File: src/rtl/fmac_pkg.sv
// Shared defaults and width helpers for the fmac_pipe multiply-accumulate slice.
package fmac_pkg;

    localparam int unsigned DEF_DATA_W    = 8;
    localparam int unsigned DEF_ACC_W     = 24;
    localparam int unsigned DEF_THRESHOLD = 65025;
    localparam int unsigned DEF_FRAME_LEN = 4;

    // One guard bit above the accumulator so the threshold compare sees the carry.
    function automatic int unsigned sum_w(input int unsigned acc_w);
        return acc_w + 1;
    endfunction

    function automatic int unsigned cnt_w(input int unsigned frame_len);
        return $clog2(frame_len + 1);
    endfunction

endpackage

File: src/rtl/fmac_mult_stage.sv
// S1 of fmac_pipe: registers the zero-extended product of an accepted sample.
module fmac_mult_stage
    import fmac_pkg::*;
#(
    parameter int unsigned DATA_W = DEF_DATA_W,
    parameter int unsigned ACC_W  = DEF_ACC_W
) (
    input  logic              CLK,
    input  logic              RESET,
    input  logic              clear,
    input  logic              valid,
    input  logic [DATA_W-1:0] x,
    input  logic [DATA_W-1:0] y,
    output logic [ACC_W-1:0]  prod,
    output logic              s1_valid
);

    logic [2*DATA_W-1:0] prod_full;
    logic                take;

    always_comb begin
        prod_full = (2*DATA_W)'(x) * (2*DATA_W)'(y);
        take      = valid && !clear;
    end

    always_ff @(posedge CLK or negedge RESET) begin
        if (!RESET) begin
            prod     <= '0;
            s1_valid <= 1'b0;
        end else begin
            s1_valid <= take;
            if (take) begin
                prod <= ACC_W'(prod_full);
            end
        end
    end

endmodule

File: src/rtl/fmac_pipe.sv
// Framed multiply-accumulate: S1 multiply, S2 accumulate with overflow handling.
// Define FMAC_PIPE_SAT_EN for saturating overflow with sticky ovf; default wraps to zero.
module fmac_pipe
    import fmac_pkg::*;
#(
    parameter int unsigned DATA_W    = DEF_DATA_W,
    parameter int unsigned ACC_W     = DEF_ACC_W,
    parameter int unsigned THRESHOLD = DEF_THRESHOLD,
    parameter int unsigned FRAME_LEN = DEF_FRAME_LEN
) (
    input  logic              CLK,
    input  logic              RESET,
    input  logic              in_valid,
    output logic              in_ready,
    input  logic [DATA_W-1:0] x,
    input  logic [DATA_W-1:0] y,
    input  logic              clear,
    output logic              out_valid,
    input  logic              out_ready,
    output logic [ACC_W-1:0]  a,
    output logic              ovf
);

    localparam int unsigned      SUM_W   = sum_w(ACC_W);
    localparam int unsigned      CNT_W   = cnt_w(FRAME_LEN);
    localparam logic [SUM_W-1:0] THR_SUM = SUM_W'(THRESHOLD);
`ifdef FMAC_PIPE_SAT_EN
    localparam logic [ACC_W-1:0] THR_ACC = ACC_W'(THRESHOLD);
`endif

    logic [ACC_W-1:0] prod;
    logic             s1_valid;
    logic             s1_last;
    logic [ACC_W-1:0] acc;
    logic [CNT_W-1:0] cnt;
    logic [SUM_W-1:0] sum;
    logic             over;
    logic [ACC_W-1:0] upd_acc;
    logic             accept;
    logic             is_final;
    logic             s2_fin;
    logic             pend_valid;
    logic [ACC_W-1:0] pend_a;
    logic             xfer;

    always_comb begin
        in_ready = !(out_valid && !out_ready) && !(s1_valid && s1_last);
        accept   = in_valid && in_ready;
        // S1 only ever holds a non-final sample when a new one is accepted,
        // so the new sample's index is the processed count plus S1 occupancy.
        is_final = (({1'b0, cnt} + (CNT_W+1)'(s1_valid)) == (CNT_W+1)'(FRAME_LEN - 1));
    end

    fmac_mult_stage #(
        .DATA_W (DATA_W),
        .ACC_W  (ACC_W)
    ) u_mult (
        .CLK      (CLK),
        .RESET    (RESET),
        .clear    (clear),
        .valid    (accept),
        .x        (x),
        .y        (y),
        .prod     (prod),
        .s1_valid (s1_valid)
    );

    always_ff @(posedge CLK or negedge RESET) begin
        if (!RESET) begin
            s1_last <= 1'b0;
        end else if (accept && !clear) begin
            s1_last <= is_final;
        end
    end

    always_comb begin
        sum  = SUM_W'(acc) + SUM_W'(prod);
        over = (sum > THR_SUM);
        if (over) begin
`ifdef FMAC_PIPE_SAT_EN
            upd_acc = THR_ACC;
`else
            upd_acc = '0;
`endif
        end else begin
            upd_acc = sum[ACC_W-1:0];
        end
        s2_fin = s1_valid && s1_last && !clear;
    end

    always_ff @(posedge CLK or negedge RESET) begin
        if (!RESET) begin
            acc <= '0;
            cnt <= '0;
            ovf <= 1'b0;
        end else if (clear) begin
            acc <= '0;
            cnt <= '0;
            ovf <= 1'b0;
        end else if (s1_valid) begin
            if (s1_last) begin
                acc <= '0;
                cnt <= '0;
            end else begin
                acc <= upd_acc;
                cnt <= cnt + CNT_W'(1);
            end
`ifdef FMAC_PIPE_SAT_EN
            ovf <= s1_last ? 1'b0 : (ovf | over);
`else
            ovf <= over;
`endif
        end else begin
`ifndef FMAC_PIPE_SAT_EN
            ovf <= 1'b0;
`endif
        end
    end

    // The finished sum waits one cycle in pend_a before reaching a; in_ready
    // gating guarantees the holding slot is empty whenever S2 finishes a frame.
    always_comb begin
        xfer = pend_valid && (!out_valid || out_ready);
    end

    always_ff @(posedge CLK or negedge RESET) begin
        if (!RESET) begin
            pend_valid <= 1'b0;
            pend_a     <= '0;
            a          <= '0;
            out_valid  <= 1'b0;
        end else begin
            pend_valid <= s2_fin || (pend_valid && !xfer);
            if (s2_fin) begin
                pend_a <= upd_acc;
            end
            if (xfer) begin
                a         <= pend_a;
                out_valid <= 1'b1;
            end else if (out_ready) begin
                out_valid <= 1'b0;
            end
        end
    end

endmodule
File: config.mk
export PLATFORM = sky130hd
export DESIGN_NAME = fmac_pipe
export DESIGN_NICKNAME = d
export VERILOG_FILES = /design/src/rtl/fmac_pkg.sv /design/src/rtl/fmac_mult_stage.sv /design/src/rtl/fmac_pipe.sv
export SDC_FILE = /design/constraint.sdc
export NUM_CORES = 1
export LEC_CHECK = 0
export ABC_AREA = 1
export BUFFER_PORTS_ARGS = -buffer_cell sky130_fd_sc_hd__clkbuf_2
export CORE_MARGIN = 2
export CORE_UTILIZATION = 55
export CTS_CLUSTER_SIZE = 14
export DETAILED_ROUTE_END_ITERATION = 12
export PLACE_DENSITY = 0.74
export SYNTH_ARGS = -nofsm -noshare
export SYNTH_HDL_FRONTEND = slang
export SYNTH_SLANG_ARGS = --single-unit
File: constraint.sdc
create_clock -name CLK -period 6.7 [get_ports CLK]
set_clock_uncertainty 0.05 [all_clocks]
set_input_delay 1.34 -clock CLK [delete_from_list [all_inputs] [get_ports CLK]]
set_output_delay 1.34 -clock CLK [all_outputs]
set_load 0.03 [all_outputs]
[Yosys cells after proc, flatten, opt, wreduce, memory -nomap -nowiden]
Cells that the tools add are included.
Storage, ports and cells
  register bits after elaboration: 96
  input bits: 21
  output and inout port bits: 27
  word-level logic and storage cells: 45
Cells by class
  add/sub/neg operators: 3
  $mul: 1
  $lt $le $gt $ge: 1
  eq/ne operators: 1
  multiplexer cells: 11
  reduce and logical (&&, ||, !) cells: 18
Operators by type and width (count)
  2-to-1 mux 24 bit: 4
  adder 24 x 16 -> 25 bit: 1
  > comparator 25 x 16 -> 1 bit, second input constant: 1
  multiplier 8 x 8 -> 16 bit: 1
  2-to-1 mux 3 bit: 3
  logical AND 1 bit: 8
  zero test 1 bit: 6
  adder 3 x 1 -> 4 bit: 1
  == test 4 x 2 -> 1 bit, second input constant: 1
  2-to-1 mux 1 bit: 4
  nonzero test 2 bit: 2
  adder 3 x 1 -> 3 bit, second input constant: 1
  logical OR 1 bit: 2

[Logic depth before layout (Yosys ltp)]
Gate-level depths: netlist of run 1.
  depth in word-level cells: 6
  gate-level depth with buffers: 22

[Hierarchy]
Synthesis of run 1 repeated with hierarchy kept, for this count alone.
Unflattened totals
  cells, all modules: 1111
  area total of the unflattened synthesis: 7917.6 µm²
By module, submodules not included
  fmac_pipe: times used 1, cells an instance 668, area each 4865.9 µm², sequential area each 1976.9 µm²
  fmac_mult_stage: times used 1, cells an instance 443, area each 3051.7 µm², sequential area each 425.4 µm²

[Least setup slack after synthesis of run 1]
No wires, ideal clock.
  path kind: input to register
  start: input x[1]
  end: register u_mult.prod[13]
  setup time: 0.118 ns
  arrival time: 5.051 ns
  slack: 1.482 ns
  stages on the path: 21
  buffers on the path: 1
  path through: clkbuf_1 > nand2_1 > inv_1 > fa_1 > fa_1 > inv_1 > fa_1 > fa_1 > inv_1 > ha_1 > nand2_1 > o21ai_0 > nand2_1 > nand2_1 > a21oi_1 > o21ai_0 > inv_1 > nor2_1 > o21ai_0 > nand3_1 > nand2_1
Between the ends
  cells in the longest elaborated chain, start to end: 1
Ends and longest elaborated chain
  from (decl): RTL line fmac_pipe.sv:15  | input logic [DATA_W-1:0] x,
  multiplier 8 x 8 -> 16 bit: RTL line fmac_mult_stage.sv:22  | prod_full = (2*DATA_W)'(x) * (2*DATA_W)'(y);
  to (signal assigned): RTL line fmac_mult_stage.sv:33  | prod <= ACC_W'(prod_full);
  to (decl): RTL line fmac_mult_stage.sv:14  | output logic [ACC_W-1:0] prod,
Every way passes these cells.
A chain may end at the register's enable or synchronous reset.

[Worst setup path in the final report of run 1]
  start: input y[4]
  end: register u_mult.prod[13]
Between the ends
  cells in the longest elaborated chain, start to end: 1
Ends and longest elaborated chain
  from (decl): RTL line fmac_pipe.sv:16  | input logic [DATA_W-1:0] y,
  multiplier 8 x 8 -> 16 bit: RTL line fmac_mult_stage.sv:22
Every way passes these cells.

==> flow_summary.toml, run 1 <==
[worst_setup_path]
cp_slowest_cell = "fa_1"
cp_cell_sequence = "clkbuf_2, nand2_1, inv_1, fa_1, fa_1, inv_1, fa_1, fa_1, inv_1, ha_1, nand2_1, o21ai_0, nand2_1, nand2_1, a21oi_1, o21ai_0, inv_1, nor2_1, o21ai_0, nand3_1, nand2_1"
crit_top_cell = "nand2_1"
end_kind = "flip-flop"
startpoint_type = "input pin"
worstPathRequired_ps = 6890
r2r_setup_slack_ps = 3520
critPathTopFamily = "adder cells"
worst-path-buf-inv = 5
critPathKind = "in -> reg"
critPathMaxFanout = 8
crit_arrival_ps = 5320
slowest_delay_ps = 540

[grt]
gr-total-overflow = 0
antenna_found_initial = 0
grt_pass1_wl_um = 28500
grt_max_degree = 60
track_usage_pct = 24.6
grt_pass1_vias = 6161

[place]
dpl.cell_count = 1211
dp.final_hpwl_um = 13100
portBuffers = 47
gp_congestion = 0.900

[synthesis]
synth_top_family_by_area = "simple AND/OR/NAND/NOR gates"
synthDistinctLibCells = 35
synth_adder_area_share_pct = 19.0
synth_top_area_share_pct = 31.9
synthTopCellsByArea = "dfrtp_1, nand2_1, inv_1"
syn_nets = 1131
syn-cell-area_um2 = 7520
yosys-top-cells-count = "nand2_1, inv_1, dfrtp_1"
yosys_register_bits = 96
synth_edf_count = 0
synthMuxAreaShare_pct = 2.39
synth_most_common_cell = "nand2_1"
netlist_instances = 1018
ys_seq_area_share_pct = 31.9
synth_area_per_cell_um2 = 7.39
synth.largest_area_cell = "dfrtp_1"
synth_compound_area_share_pct = 3.99
async_flop_share_pct = 100
synth_xor_area_share_pct = 0.931
ys_warn_count = 0
synthFlopType = "dfrtp_1"
synth-simple-area-share_pct = 28.8

[drt]
wire_per_inst_um = 13.6
finalWirelength_um = 16700
postRouteAntennaNets = 0
drc_errors = 0
drt_iter0_markers = 425
vias = 6222
viasPerCell = 5.07
first_pass_iters = 5

[power_and_ir_drop]
pwr-share-comb_pct = 44.4
ir_drop_mv = 0.176
power.density_nw_per_um2 = 281
seqPwrFrac_pct = 33.1
power.leakage_nw = 4.94
clkPwrFrac_pct = 22.5
p_int_mw = 1.30
swShare_pct = 43.1
p_sw_mw = 0.985

[die]
rows = 42
die-area_um2 = 14600
core-area_um2 = 13300
fp.dieW_um = 121
die_h_um = 121
start_util_pct = 56.6
pin_count = 48

[cts]
postCtsHoldBufs = 0
clk_latency_ps = 360
cts_resized = 0
cts_buffers = 9
cts_buffer_depth = 2
post_cts_buffers = 0
cts-root-buf = "clkbuf_16"
h-tree-depth = 3
clk_pin_slew_ps = 70
tritoncts = "done"
clock-sinks = 96

[cells_and_area]
fin_cells = 1227
num-fill-cells = 1204
diodes = 0
register_area_um2 = 2400
drive_gt1_share_pct = 10.8
multi_input_area_um2 = 4150
area.growth.synth_to_final_pct = 8.05
final_nets = 1159

[sta]
fmax_ghz = 0.195
fin_setup_tns_ps = 0
final-hold-violation-count = 0
finalSetupViolations = 0
relSlewSlack_pct = 28.7
min_period_ps = 5130
drv_slew = 0
rsz0062_at_grt = "no"
worst_pin_slew_ps = 1070
period_share_pct = 76.5

[job]
cap_violations = 0

[outcome]
status = "completed"

[worst_hold_path]
hp-class = "reg -> reg"
==> worst reg2reg max path, cell delays in order, from the launching register on <==
cell	delay, ps
dfrtp_1	390
ha_1	240
fa_1	480
nand3_1	150
nand3_2	130
nand2_1	110
nand2_1	120
nand2_1	80
nand2_1	130
nor2_1	120
nand3_1	100
nand2_1	90
nor2_2	50
nor2_4	530
nand4_1	210
nand2_1	130
==> sequential cells by signal, indices dropped and copies added, names as in the netlist <==
signal / count
pend_valid: 1
a: 24
pend_a: 24
cnt: 3
acc: 24
u_mult.prod: 16
out_valid: 1
s1_last: 1
u_mult.s1_valid: 1
ovf: 1
==> path summary, 6_finish.rpt <==
path	start	to	depth (start not counted)
max	y[4]	u_mult.prod[13]$_DFFE_PN0P_	21
min reg2reg	pend_valid$_DFF_PN0_	out_valid$_DFFE_PN0P_	2
max reg2reg	u_mult.prod[0]$_DFFE_PN0P_	pend_a[4]$_DFFE_PN0P_	15
max in group asynchronous	RESET	a[0]$_DFFE_PN0P_	2
min in group asynchronous	RESET	acc[20]$_DFFE_PN0P_	1
min	pend_valid$_DFF_PN0_	out_valid$_DFFE_PN0P_	2
==> through the flow <==
stage	util, %	instance area [µm²]	worst slack (ps)	power [mW]	hold WS [ps]
after detailed placement	58.9	7830	1190	1.78	413
after global routing	61.1	8130	1110	2.49	443
after floorplan	-	7520	1480	1.53	394
after global placement	58.9	7830	1290	1.75	403
after CTS	61.1	8130	1570	2.30	431
final	61.1	8130	1570	2.29	427
==> final cells by class <==
type / count / area share [%]
timing repair buffer: 50 / 3.20
clock inverter: 7 / 0.893
inverter: 213 / 9.84
tap: 176 / 2.71
multi-input combinational: 676 / 51.0
sequential: 96 / 29.6
clock buffer: 9 / 2.77
==> routing by layer <==
| layer | up-vias | track usage [%] | routed length [µm] |
|---|---|---|---|
| met5 | - | 0 | 0 |
| met4 | 0 | 7.70 | 403 |
| met3 | 27 | 4.14 | 641 |
| met2 | 135 | 44.2 | 8460 |
| met1 | 2899 | 29.8 | 7220 |
| li1 | 3161 | - | - |
==> power by group through the flow <==
stage          combinational (mW)  clock [mW]  sequential (mW)
2_1_floorplan               0.750           0            0.781
3_3_place_gp                0.989           0            0.765
3_5_place_dp                 1.01           0            0.767
4_1_cts                      1.02       0.522            0.758
5_1_grt                      1.18       0.541            0.770
6_report                     1.02       0.514            0.758
==> cells in the final DEF, fill, tap and decap left out, drive strengths merged <==
cell,netlist,routed
nand2,345,345
inv,210,214
dfrtp,96,96
nor2,64,64
ha,55,55
clkbuf,20,55
nand4,45,45
fa,37,37
nand3,33,33
o21ai,29,29
a21oi,19,19
mux2,16,16
xor2,7,7
nand3b,6,6
a31oi,5,5
clkinv,3,5
nor3,4,4
buf,13,4
or2,3,3
and2,2,2
and3,1,1
xnor2,1,1
a22o,1,1
nor4,1,1
o21bai,1,1
o2111ai,1,1
clkinvlp,0,1
==> kinds of logic after synthesis <==
logic type	after synthesis
buffers and inverters	246
AO/OA/AOI/OAI	56
XOR/XNOR	8
multiplexers	16
adder cells (fa/ha/maj)	92
flip-flops	96
AND/OR/NAND/NOR	504
Note: power is estimated with default switching activity, not from simulation.
==> run 2: changes to the inputs <==
ABC_AREA = 0   (was 1)
PLACE_DENSITY = 0.77   (was 0.74)
clock period = 4.3 ns   (was 6.7 ns; I/O delays follow)
==> run 2 against run 1 <==
  * The run now ends with negative setup slack left
  * Global-route usage down 1.4 points
  * Via count down 12%
  * Cell count down 20%
  * Combinational power up 78%
  * Sequential power up 45%
  * Clock power up 58%
  * Sequential share of layout area down 0.26 points
  * Cell area up 0.89%
  * Critical path depth down 3
  * Non-clock buffer count up 43
  * Power up 63%
==> flow_summary.toml, run 2 <==
[outcome]
status = "complete, but fails checks"
violations = "negative setup slack"

[worst_setup_path]
end_kind = "flip-flop"
r2r_setup_slack_ps = 430
critPathKind = "in -> reg"
startpoint_type = "input pin"
r2r_start = "u_mult.prod[0]$_DFFE_PN0P_"
slowest_delay_ps = 490
worst-path-buf-inv = 6
crit_top_cell = "fa_1"
rr_endpoint = "pend_a[11]$_DFFE_PN0P_"
crit_arrival_ps = 4720
rr_worst_depth = 11
cp_slowest_cell = "fa_1"
cp_cell_sequence = "buf_4, and2_4, fa_1, inv_2, fa_1, inv_1, fa_1, inv_1, fa_1, inv_2, ha_4, inv_2, a21o_1, a21o_1, a21oi_2, nor3_2, or4b_4, nand3_2"
critPathMaxFanout = 6
critPathTopFamily = "adder cells"
worstPathRequired_ps = 4530

[drt]
drc_errors = 0
postRouteAntennaNets = 0
drt_iter0_markers = 242
viasPerCell = 5.58
finalWirelength_um = 15400
vias = 5500
wire_per_inst_um = 15.7
first_pass_iters = 5

[synthesis]
synthDistinctLibCells = 65
synth_top_area_share_pct = 34.2
yosys_register_bits = 96
async_flop_share_pct = 100
ys_warn_count = 0
netlist_instances = 735
synth_area_per_cell_um2 = 9.56
syn-cell-area_um2 = 7030
ys_seq_area_share_pct = 34.2
yosys-top-cells-count = "nand2_1, dfrtp_1, and2_1"
synth_edf_count = 0
synth_most_common_cell = "nand2_1"
synthTopCellsByArea = "dfrtp_1, fa_1, ha_1"
synth.largest_area_cell = "dfrtp_1"
syn_nets = 848
synthFlopType = "dfrtp_1"

[power_and_ir_drop]
ir_drop_mv = 0.241
power.leakage_nw = 4.07
seqPwrFrac_pct = 29.5
power.density_nw_per_um2 = 454
p_int_mw = 2.33
clkPwrFrac_pct = 21.7
swShare_pct = 37.6
p_sw_mw = 1.40
pwr-share-comb_pct = 48.7

[die]
die-area_um2 = 13700
pin_count = 48
fp.dieW_um = 117
die_h_um = 117
core-area_um2 = 12600
start_util_pct = 55.9
rows = 41

[cts]
cts-root-buf = "clkbuf_16"
cts_buffers = 9
clk_pin_slew_ps = 70
clk_latency_ps = 340
tritoncts = "done"
cts_buffer_depth = 2
h-tree-depth = 3
clock-sinks = 96

[sta]
drv_slew = 0
finalSetupViolations = 5
finalHoldWorstSlack_ps = 431
min_period_ps = 4490
fmax_ghz = 0.223
worst_pin_slew_ps = 1200
period_share_pct = 104
relSlewSlack_pct = 20.0
fin_ws_ps = -187
rsz0062_at_grt = "yes"
final-hold-violation-count = 0

[worst_hold_path]
hold_depth = 1
hp-class = "reg -> reg"
holdPathEnd = "pend_a[17]$_DFFE_PN0P_"
hold_start = "pend_a[17]$_DFFE_PN0P_"

[grt]
gr-total-overflow = 0
antenna_found_initial = 0
grt_max_degree = 65
track_usage_pct = 23.1
grt_pass1_wl_um = 25100
grt_pass1_vias = 5412

[place]
dpl.cell_count = 963
dp.final_hpwl_um = 11700
portBuffers = 47
gp_congestion = 0.880

[cells_and_area]
area.growth.synth_to_final_pct = 16.7
diodes = 0
final_nets = 922
num-fill-cells = 1006
fin_cells = 986
largest_registers = "a: 24 flops, acc: 24 flops, pend_a: 24 flops"
final_cell_mix = "nand2_1, dfrtp_1, and2_1"
drive_gt1_share_pct = 22.4
final_common_cell = "nand2_1"

[job]
cap_violations = 0
==> run 2: worst max path at each step <==
stage	startpoint	depth (start not counted)	end
detailed placement	y[2]	18	u_mult.prod[15]$_DFFE_PN0P_
finish	x[3]	18	u_mult.prod[15]$_DFFE_PN0P_
global placement	y[2]	18	u_mult.prod[15]$_DFFE_PN0P_
CTS	y[2]	18	u_mult.prod[15]$_DFFE_PN0P_
global route	x[3]	15	u_mult.prod[15]$_DFFE_PN0P_
floorplan	x[5]	17	u_mult.prod[15]$_DFFE_PN0P_
==> run 2: cell families (layout without fill, tap and decap cells) <==
family	after synthesis	after routing	synth area share (%)
flip-flops	96	96	34.2
adder cells (fa/ha/maj)	92	92	20.3
XOR/XNOR	23	23	2.87
AO/OA/AOI/OAI	134	134	13.2
buffers and inverters	93	172	5.34
multiplexers	28	28	4.43
AND/OR/NAND/NOR	269	269	19.6
==> run 2: layout make-up <==
class                      instances  area [µm²]  share of cell area (%)
sequential                        96        2400                    29.3
inverter                          63         236                    2.88
timing repair buffer              93         661                    8.05
tap                              172         215                    2.62
clock buffer                      11         243                    2.96
clock inverter                     5        63.8                   0.778
multi-input combinational        546        4380                    53.4
==> run 2: what timing repair did <==
action,4_1_cts,5_1_grt
setup buffers,1,6
gates cloned,0,0
setup endpoints to repair,3,6
pin swaps,4,19
gates resized for setup,8,42
hold buffers,0,0
==> run 2: routing by layer <==
layer	vias up	part of all wire, %	global-route usage (%)	wire length, µm
met2	123	52	42.5	8020
met1	2692	43	28.4	6630
li1	2667	-	-	-
met5	-	0	0	0
met3	18	3.6	2.88	554
met4	0	1.5	6.82	233
==> run 2: power groups by stage <==
stage | Combinational (mW) | Sequential (mW) | Clock, mW
floorplan | 1.14 | 1.09 | 0
global placement | 1.51 | 1.11 | 0
detailed placement | 1.56 | 1.12 | 0
CTS | 1.59 | 1.10 | 0.828
global route | 2.04 | 1.11 | 0.862
finish | 1.82 | 1.10 | 0.810
==> run 2: stage by stage <==
step                      TNS (ps)  total power [mW]  worst slack, ps  utilization, %  cell area, µm²
after floorplan               -304              2.23             -273               -            7060
after global placement       -1930              2.62             -469            61.1            7680
after detailed placement     -2460              2.67             -528            61.1            7680
after CTS                     -203              3.52             -142            63.9            8030
after global routing         -1490              4.01             -309            65.3            8200
final                         -540              3.73             -187            65.3            8200
